`src/rtl/rvvi_sched_pkg.sv`:
```
// Shared types for the RVVI retirement scheduler: the retired-instruction record
// and the reset value of the order stamp.
package rvvi_sched_pkg;

  localparam int unsigned XLEN = 64;
  localparam logic [63:0] ORDER_RESET = 64'd1;

  typedef struct packed {
    logic [31:0]     insn;
    logic [XLEN-1:0] pc;
    logic            trap;
    logic [1:0]      mode;
    logic            x_wb;
    logic [4:0]      x_idx;
    logic [XLEN-1:0] x_wdata;
  } retire_rec_t;

endpackage

```
`src/rtl/rr_arbiter.sv`:
```
// Round-robin grant: first asserted request at or above rr, wrapping; one-hot
// gnt plus its index, both zero when en is low or nothing is requested.
module rr_arbiter #(
  parameter  int unsigned NREQ = 2,
  localparam int unsigned IW   = (NREQ > 1) ? $clog2(NREQ) : 1
) (
  input  logic [NREQ-1:0] req,
  input  logic            en,
  input  logic [IW-1:0]   rr,
  output logic [NREQ-1:0] gnt,
  output logic [IW-1:0]   gidx
);

  logic          w_found;
  logic [IW-1:0] w_idx;

  always_comb begin
    gnt     = '0;
    gidx    = '0;
    w_found = 1'b0;
    w_idx   = '0;
    for (int unsigned i = 0; i < NREQ; i++) begin
      w_idx = IW'((32'(rr) + i) % NREQ);
      if (en && !w_found && req[w_idx]) begin
        gnt[w_idx] = 1'b1;
        gidx       = w_idx;
        w_found    = 1'b1;
      end
    end
  end

endmodule

```
`src/rtl/rvvi_retire_sched.sv`:
```
// Shares the single RVVI retire slot among NREQ producers: round-robin grant,
// order stamping and a DEPTH-entry output FIFO.
module rvvi_retire_sched
  import rvvi_sched_pkg::*;
#(
  parameter  int unsigned NREQ  = 2,
  parameter  int unsigned XLEN  = 64,
  parameter  int unsigned DEPTH = 4,
  localparam int unsigned SW    = (NREQ > 1) ? $clog2(NREQ) : 1,
  localparam int unsigned CW    = $clog2(DEPTH) + 1
) (
  input  logic                    clk,
  input  logic                    reset,
  input  logic [NREQ-1:0]         req_valid,
  input  retire_rec_t [NREQ-1:0]  req_rec,
  output logic [NREQ-1:0]         req_ready,
  output logic                    out_valid,
  input  logic                    out_ready,
  output retire_rec_t             out_rec,
  output logic [63:0]             out_order,
  output logic [SW-1:0]           out_src,
  output logic [CW-1:0]           count,
  output logic                    idle
);

  localparam int unsigned PW = $clog2(DEPTH);

  if (XLEN != rvvi_sched_pkg::XLEN) begin : g_xlen_chk
    $error("XLEN must match rvvi_sched_pkg::XLEN");
  end

  logic [NREQ-1:0] w_gnt;
  logic [SW-1:0]   w_gidx;
  logic            w_pop;
  logic            w_push;
  logic            w_en;

  retire_rec_t     r_mem_rec   [DEPTH];
  logic [63:0]     r_mem_order [DEPTH];
  logic [SW-1:0]   r_mem_src   [DEPTH];
  logic [PW-1:0]   r_wptr;
  logic [PW-1:0]   r_rptr;
  logic [CW-1:0]   r_count;
  logic [SW-1:0]   r_rr;
  logic [63:0]     r_order;

  assign out_valid = (r_count != '0);
  assign w_pop     = out_valid & out_ready;
  // A full FIFO still accepts when the head leaves in the same cycle.
  assign w_en      = ~reset & ((r_count != CW'(DEPTH)) | w_pop);

  rr_arbiter #(.NREQ(NREQ)) u_arb (
    .req  (req_valid),
    .en   (w_en),
    .rr   (r_rr),
    .gnt  (w_gnt),
    .gidx (w_gidx)
  );

  assign req_ready = w_gnt;
  assign w_push    = |w_gnt;

  always_ff @(posedge clk) begin
    if (w_push) begin
      r_mem_rec[r_wptr]   <= req_rec[w_gidx];
      r_mem_order[r_wptr] <= r_order;
      r_mem_src[r_wptr]   <= w_gidx;
    end
  end

  always_ff @(posedge clk or posedge reset) begin
    if (reset) begin
      r_wptr  <= '0;
      r_rptr  <= '0;
      r_count <= '0;
      r_rr    <= '0;
      r_order <= ORDER_RESET;
    end else begin
      if (w_push) begin
        r_wptr  <= r_wptr + PW'(1);
        r_order <= r_order + 64'd1;
        r_rr    <= (w_gidx == SW'(NREQ - 1)) ? '0 : w_gidx + SW'(1);
      end
      if (w_pop) begin
        r_rptr <= r_rptr + PW'(1);
      end
      if (w_push && !w_pop) begin
        r_count <= r_count + CW'(1);
      end else if (w_pop && !w_push) begin
        r_count <= r_count - CW'(1);
      end
    end
  end

  // Storage is not reset; gating the head with out_valid gives all-zero outputs when empty.
  assign out_rec   = out_valid ? r_mem_rec[r_rptr]   : '0;
  assign out_order = out_valid ? r_mem_order[r_rptr] : '0;
  assign out_src   = out_valid ? r_mem_src[r_rptr]   : '0;
  assign count     = r_count;
  assign idle      = (r_count == '0) & ~|req_valid;

endmodule
```
`config.mk`:
```
export PLATFORM = sky130hd
export DESIGN_NAME = rvvi_retire_sched
export DESIGN_NICKNAME = d
export VERILOG_FILES = /design/src/rtl/rvvi_sched_pkg.sv /design/src/rtl/rr_arbiter.sv /design/src/rtl/rvvi_retire_sched.sv
export SDC_FILE = /design/constraint.sdc
export NUM_CORES = 1
export LEC_CHECK = 0
export ABC_CLOCK_PERIOD_IN_PS = 7400
export CORE_UTILIZATION = 49
export DETAILED_ROUTE_END_ITERATION = 16
export PLACE_DENSITY = 0.76
export SLEW_MARGIN = 25
export SYNTH_ARGS = -nofsm -noshare
export SYNTH_HDL_FRONTEND = slang
export SYNTH_SLANG_ARGS = --single-unit
```
`constraint.sdc`:
```
create_clock -name clk -period 7.4 [get_ports clk]
set_clock_uncertainty 0.2 [all_clocks]
set_input_delay 1.11 -clock clk [delete_from_list [all_inputs] [get_ports clk]]
set_output_delay 1.11 -clock clk [all_outputs]
set_load 0.02 [all_outputs]
```
== Word level (Yosys, flattened, before mapping) ==
Memories as Yosys holds them, arrays and structs flattened.
Index checks and enable logic that the tools add are counted.

* Bits of input ports: 343
* Memories kept: 3
* Memory bits (writable): 936
* Flip-flop bits (word level): 72
* Logic and storage cells: 66
* Output and inout port bits: 241

* Bitwise gates (word level): 6
* Add/sub/neg operators: 7
* Reductions and logical operators: 16
* $lt $le $gt $ge: 5
* Eq/ne operators: 1
* Multiplexer cells: 23

{| class="wikitable"
|+ Memory list
! memory !! words !! width !! read ports !! clocked after Yosys merged registers in !! write ports !! RTL line !! source
|-
| r_mem_rec || 4 || 169 || 1 || 0 || 1 || rvvi_retire_sched.sv:38 || <nowiki>retire_rec_t r_mem_rec [DEPTH];</nowiki>
|-
| r_mem_order || 4 || 64 || 1 || 0 || 1 || rvvi_retire_sched.sv:39 || <nowiki>logic [63:0] r_mem_order [DEPTH];</nowiki>
|-
| r_mem_src || 4 || 1 || 1 || 0 || 1 || rvvi_retire_sched.sv:40 || <nowiki>logic [SW-1:0] r_mem_src [DEPTH];</nowiki>
|}

{| class="wikitable"
|+ Operators by type and width
! operator !! count
|-
| 169-bit 2-to-1 mux || 3
|-
| 64-bit by 1-bit adder with 64-bit output, second input constant || 1
|-
| 64-bit 2-to-1 mux || 1
|-
| 1-bit 2-to-1 mux || 13
|-
| 1-bit logical AND || 7
|-
| 1-bit by 2-bit < comparator with 1-bit output, second input constant || 3
|-
| 3-bit 2-to-1 mux || 2
|-
| 2-bit by 1-bit adder with 2-bit output, second input constant || 2
|-
| 1-bit logical NOT || 4
|-
| 2-bit 2-to-1 mux || 2
|-
| 2-bit OR reduction || 2
|-
| 3-bit by 1-bit adder with 3-bit output, second input constant || 1
|-
| 1-bit AND || 3
|-
| 3-bit logical NOT || 1
|-
| 3-bit != test, second input constant || 1
|-
| 3-bit nonzero test || 1
|-
| 3-bit by 1-bit subtractor with 3-bit output, second input constant || 1
|-
| 1-bit adder, second input constant || 2
|-
| 1-bit demux with 1-bit select || 2
|-
| 1-bit greater-or-equal comparator, second input constant || 2
|-
| 2-bit OR || 1
|-
| 2-bit nonzero test || 1
|-
| 1-bit NOT || 1
|-
| 1-bit OR || 1
|}

== Logic depth before layout (Yosys ltp) ==
* Word-level depth: 15
* Mapped depth: 9
* Gate-level depth less buffers: 8

== Hierarchy ==
From an unflattened synthesis, not the netlist that was laid out.

* Cells, all modules: 1988
* Area, all modules: 40588.9 sq um

{| class="wikitable"
|+ Modules (own cells, without submodules)
! module !! times used !! cells an instance !! sequential area each (sq um) !! area each (sq um)
|-
| rvvi_retire_sched || 1 || 1982 || 29909.9 || 40562.7
|-
| rr_arbiter || 1 || 6 || 0.0 || 26.3
|}

== Worst setup path before layout ==
Ideal clock, no wire load.

* Path type: in2reg
* Start point: input port reset
* End point: memory r_mem_order[0][0], enable pin
* Cell stages on the path: 4
* Required time: 6.576 ns
* Buffers on the path: 2
* Arrival time: 7.368 ns
* Path slack: -0.792 ns
* Library setup time: 0.624 ns
* Cells stage by stage: clkbuf_1 nor3_2 clkbuf_1 and2_1

* Word-level cells in the longest chain between the ends: 11
* Elaborated cells on any way between the ends: 13
* Those cells by class: mux: 5; bitwise: 3; reduce/logical: 5

{| class="wikitable"
|+ Ends and longest elaborated chain
! what !! RTL line !! source
|-
| from (decl) || rvvi_retire_sched.sv:13 || <nowiki>input logic reset,</nowiki>
|-
| 1-bit NOT * || rvvi_retire_sched.sv:50 || <nowiki>assign w_en = ~reset & ((r_count != CW'(DEPTH)) | w_pop);</nowiki>
|-
| 1-bit AND * || rvvi_retire_sched.sv:50 ||
|-
| 1-bit logical AND || rr_arbiter.sv:24 || <nowiki>if (en && !w_found && req[w_idx]) begin</nowiki>
|-
| 1-bit 2-to-1 mux || rr_arbiter.sv:24 ||
|-
| 1-bit logical NOT || rr_arbiter.sv:24 ||
|-
| 1-bit logical AND (2 in series) || rr_arbiter.sv:24 ||
|-
| 2-bit 2-to-1 mux * || rr_arbiter.sv:24 ||
|-
| 2-bit OR reduction * || rvvi_retire_sched.sv:61 || <nowiki>assign w_push = |w_gnt;</nowiki>
|-
| via w_push || rvvi_retire_sched.sv:35 || <nowiki>logic w_push;</nowiki>
|-
| 1-bit 2-to-1 mux * || rvvi_retire_sched.sv:64 || <nowiki>if (w_push) begin</nowiki>
|-
| 1-bit 2-to-1 mux (not written as such) * || rvvi_retire_sched.sv:66 || <nowiki>r_mem_order[r_wptr] <= r_order;</nowiki>
|-
| to (decl) || rvvi_retire_sched.sv:39 ||
|}

Mark *: on every way through the listed nets, which the timed path passes. The rest lies on a longest branch.

== Final worst setup path ==
* Start point: input port out_ready
* End point: output port req_ready[0]

* Word-level cells in the longest chain between the ends: 9
* Elaborated cells on any way between the ends: 11
* Those cells by class: mux: 3; bitwise: 4; reduce/logical: 4

{| class="wikitable"
|+ Ends and longest elaborated chain
! what !! RTL line !! source
|-
| from (decl) || rvvi_retire_sched.sv:18 || <nowiki>input logic out_ready,</nowiki>
|-
| 1-bit AND * || rvvi_retire_sched.sv:48 || <nowiki>assign w_pop = out_valid & out_ready;</nowiki>
|-
| 1-bit OR * || rvvi_retire_sched.sv:50 ||
|-
| 1-bit AND * || rvvi_retire_sched.sv:50 ||
|-
| 1-bit logical AND || rr_arbiter.sv:24 ||
|-
| 1-bit 2-to-1 mux || rr_arbiter.sv:24 ||
|-
| 1-bit logical NOT || rr_arbiter.sv:24 ||
|-
| 1-bit logical AND (2 in series) || rr_arbiter.sv:24 ||
|-
| 2-bit 2-to-1 mux * || rr_arbiter.sv:24 ||
|-
| to (decl) || rvvi_retire_sched.sv:16 || <nowiki>output logic [NREQ-1:0] req_ready,</nowiki>
|}

Every way passes the cells marked *; elsewhere a longest branch is shown, timed or not.

==> results.cfg <==
[status]
status = finished, final reports clean

[power_and_ir_drop]
powerDensity_mw_per_mm2 = 393.2
share_seq_of_total_power = 0.376
p_leak_uw = 0.01704
p_int_uw = 13720
p_total_uw = 20090
comb_power_share = 0.380
p_sw_uw = 6378
sw_frac_of_total = 0.3174
ir_drop_uv = 319.3
pwr-share-clk = 0.244

[yosys]
syn_area_sq_mm = 0.04079
synth_cells = 2005
syn_avg_cell_area_sq_um = 20.34
yosysWarnings = 0
synth_nets = 2355
async_flop_share = 0.07143
synth_top_area_frac = 0.6891
ys.flop_type = edfxtp_1
synth_top_area_cell = edfxtp_1
seq_area_frac_synth = 0.7333
yosys-top-cells-area = edfxtp_1 69%, mux4_2 13%, dfrtp_1 4.4%
synth_cell_types = 39
synth_edf_count = 936
synth-seq-cells = 1008

[floorplanning]
initial_core_util = 0.4959
die_w_um = 290.5
io-pin-count = 584
core_area_sq_mm = 0.08224
row_count = 105
die_h_um = 290.5
die_area_sq_mm = 0.08440

[worst_setup_path]
cp_cell_sequence = clkdlybuf4s50_1 > nor4b_4 > buf_4 > a2111oi_0 > clkdlybuf4s50_1
cp_slowest_cell = a2111oi_0
cp_max_fo = 8
cp_common_cell = clkdlybuf4s50_1
worst-path-buf-inv = 3
end_kind = primary output
cp_top_family = buffers and inverters
cp.required_ps = 6090
startpoint_type = input pin
arrival_ps = 3640
crit_path_max_incr_delay_ps = 850
path_class = in -> out

[timing]
finalSetupTns_ps = 0
hold_viol = 0
fmax_mhz = 202.1
worst_pin_slew_ps = 1055
slew_headroom = 0.2967
grt_setup_unrepaired = no
layout_setup_ws_ps = 2451
min_period_over_period = 0.6688
timing.final.max_slew_violations = 0
setup_viol = 0
fin_crit_ps = 4949

[layout]
layout-drive-gt1-share = 0.1869
layoutNonFillerInstCount = 3777
nNetsFinal = 2962
area_growth_syn_to_layout_pct = 25.29
final_core_util = 0.6214

[place]
dpl_worst_slack_ps = 2333
dp.cells = 3580
dp_hpwl_um = 57360
port_buffers = 583
place_congestion = 0.7910

[cts]
cts_resized = 0
numCtsBuffers = 100
numClockSinks = 1008
cts_tree = done
cts_setup_buffers = 0
cts.path.max_buffers = 3
clk_pin_slew_ps = 60
cts_max_level = 3
clock_tree.root_cell = clkbuf_16
clk_latency_ps = 650
hold_buffers = 0

[detailed_routing]
drc = 0
wl_met3_um = 6694
wl_met1_um = 35430
wl_met2_um = 47020
vias_per_cell = 5.567
dr.max_layer_used = met5
drt_iter0_markers = 1375
detailedRoute.firstPassIterationCount = 5
routed_wl_um = 91910
ant_nets = 0
vias = 21028
wl_per_cell_um = 24.33

[grt]
overflow = 0
grt_pass1_wl_um = 138200
grt_max_degree = 128
grt_usage = 0.2172
grt_pass1_vias = 22243
antenna_found_initial = 13

[worst_hold_path]
hold_path_class = reg -> reg

[run]
drv_cap = 0
[cell families after synthesis]
family                   synth area share
buffers and inverters             0.01221
AND/OR/NAND/NOR                   0.06013
multiplexers                       0.1764
flip-flops                         0.7333
XOR/XNOR                          0.01482
adder cells (fa/ha/maj)          0.002331
AO/OA/AOI/OAI                   0.0007669
[final cells by class]
cell class / count / area, sq um
fillers: 5664 / 31140
flip-flops and latches: 1008 / 29920
multi-input cells: 882 / 10410
repair buffers: 608 / 6161
clock buffers: 129 / 2693
well taps: 1070 / 1339
clock inverters: 58 / 515.5
inverters: 12 / 45.04
diodes: 10 / 25.02
[cells in the mapped netlist, types with 2 or more instances]
library cell,count
edfxtp_1,936
nand3_1,24
or3_1,3
nor3_2,3
nand4_2,3
buf_2,41
mux2_2,72
buf_1,13
buf_4,2
nand2_1,29
nor4_4,2
nor4_2,3
nor4b_2,2
nor2_1,19
ha_1,6
xor2_1,40
dfrtp_1,71
inv_1,12
mux4_2,234
and4_1,5
nor4_1,14
clkbuf_1,46
mux2_1,99
nand4_1,20
xnor2_1,29
nor3_1,19
and2_1,238
and3_1,6
nor3b_1,2
o21ai_0,3
[power by group through the flow]
stage | registers, uW | logic [uW] | clock network (uW)
floorplan | 7560 | 4510 | 0
global placement | 7610 | 7700 | 0
detailed placement | 7680 | 7740 | 0
CTS | 7570 | 7780 | 4980
global route | 7630 | 8070 | 5200
finish | 7560 | 7640 | 4890
[final timing paths]
check | startpoint | to | slack [ps] | depth (start not counted)
max reg2reg | count[0]$_DFFE_PP0P_ | r_mem_rec[2][81]$_DFFE_PP_ | 3400 | 6
max in group asynchronous | reset | r_rptr[1]$_DFFE_PP0N_ | 5050 | 3
min in group asynchronous | reset | r_rr$_DFFE_PP0P_ | 760 | 2
min reg2reg | r_order[10]$_DFFE_PP0P_ | r_order[10]$_DFFE_PP0P_ | 360 | 1
max | out_ready | req_ready[0] | 2450 | 5
min | r_order[10]$_DFFE_PP0P_ | r_order[10]$_DFFE_PP0P_ | 360 | 1
[registers in the layout, summed over array words and instances (netlist names)]
name / cells
r_rptr: 2
r_mem_rec: 676
r_order: 64
count: 3
r_mem_src: 4
r_rr: 1
r_mem_order: 256
r_wptr: 2
[routing by layer]
metal | track usage | vias to the layer above
met5 | 0 | -
met4 | 0.07627 | 8
met3 | 0.05300 | 154
met2 | 0.3663 | 711
met1 | 0.2754 | 10895
li1 | - | 9260
[worst register-to-register path: cells and delay by family (launching register included)]
family                 cells  cell delay [ps]
DFF                        1              600
and+or+nand+nor            3             1420
buffers and inverters      3             1010
[placed cells by master, fill, tap and decap left out, types with 4 or more instances in the layout]
| master | count |
|---|---|
| and2_4 | 4 |
| clkinv_2 | 23 |
| clkdlybuf4s50_1 | 583 |
| and2_1 | 234 |
| xnor2_1 | 29 |
| nor4_2 | 4 |
| nor2_1 | 19 |
| and3_1 | 6 |
| buf_12 | 11 |
| and4_1 | 5 |
| nand4_1 | 20 |
| nand2_1 | 29 |
| mux4_2 | 234 |
| dfrtp_1 | 69 |
| mux2_1 | 99 |
| inv_1 | 11 |
| mux2_2 | 72 |
| clkbuf_8 | 6 |
| ha_1 | 6 |
| edfxtp_1 | 936 |
| clkbuf_16 | 101 |
| clkinv_1 | 19 |
| nor4_1 | 13 |
| clkbuf_1 | 22 |
| bufinv_16 | 6 |
| diode_2 | 10 |
| buf_4 | 14 |
| nand3_1 | 24 |
| nor3_1 | 19 |
| xor2_1 | 40 |
[stage by stage]
| stage | instance area, sq um | hold slack (ps) |
|---|---|---|
| after floorplan | 40790 | 285.7 |
| after global placement | 47860 | 323.7 |
| after detailed placement | 47860 | 347.5 |
| after CTS | 51070 | 358.9 |
| after global routing | 51100 | 373.3 |
| final | 51100 | 356.0 |
No activity file was read; power rests on OpenSTA's default activity.
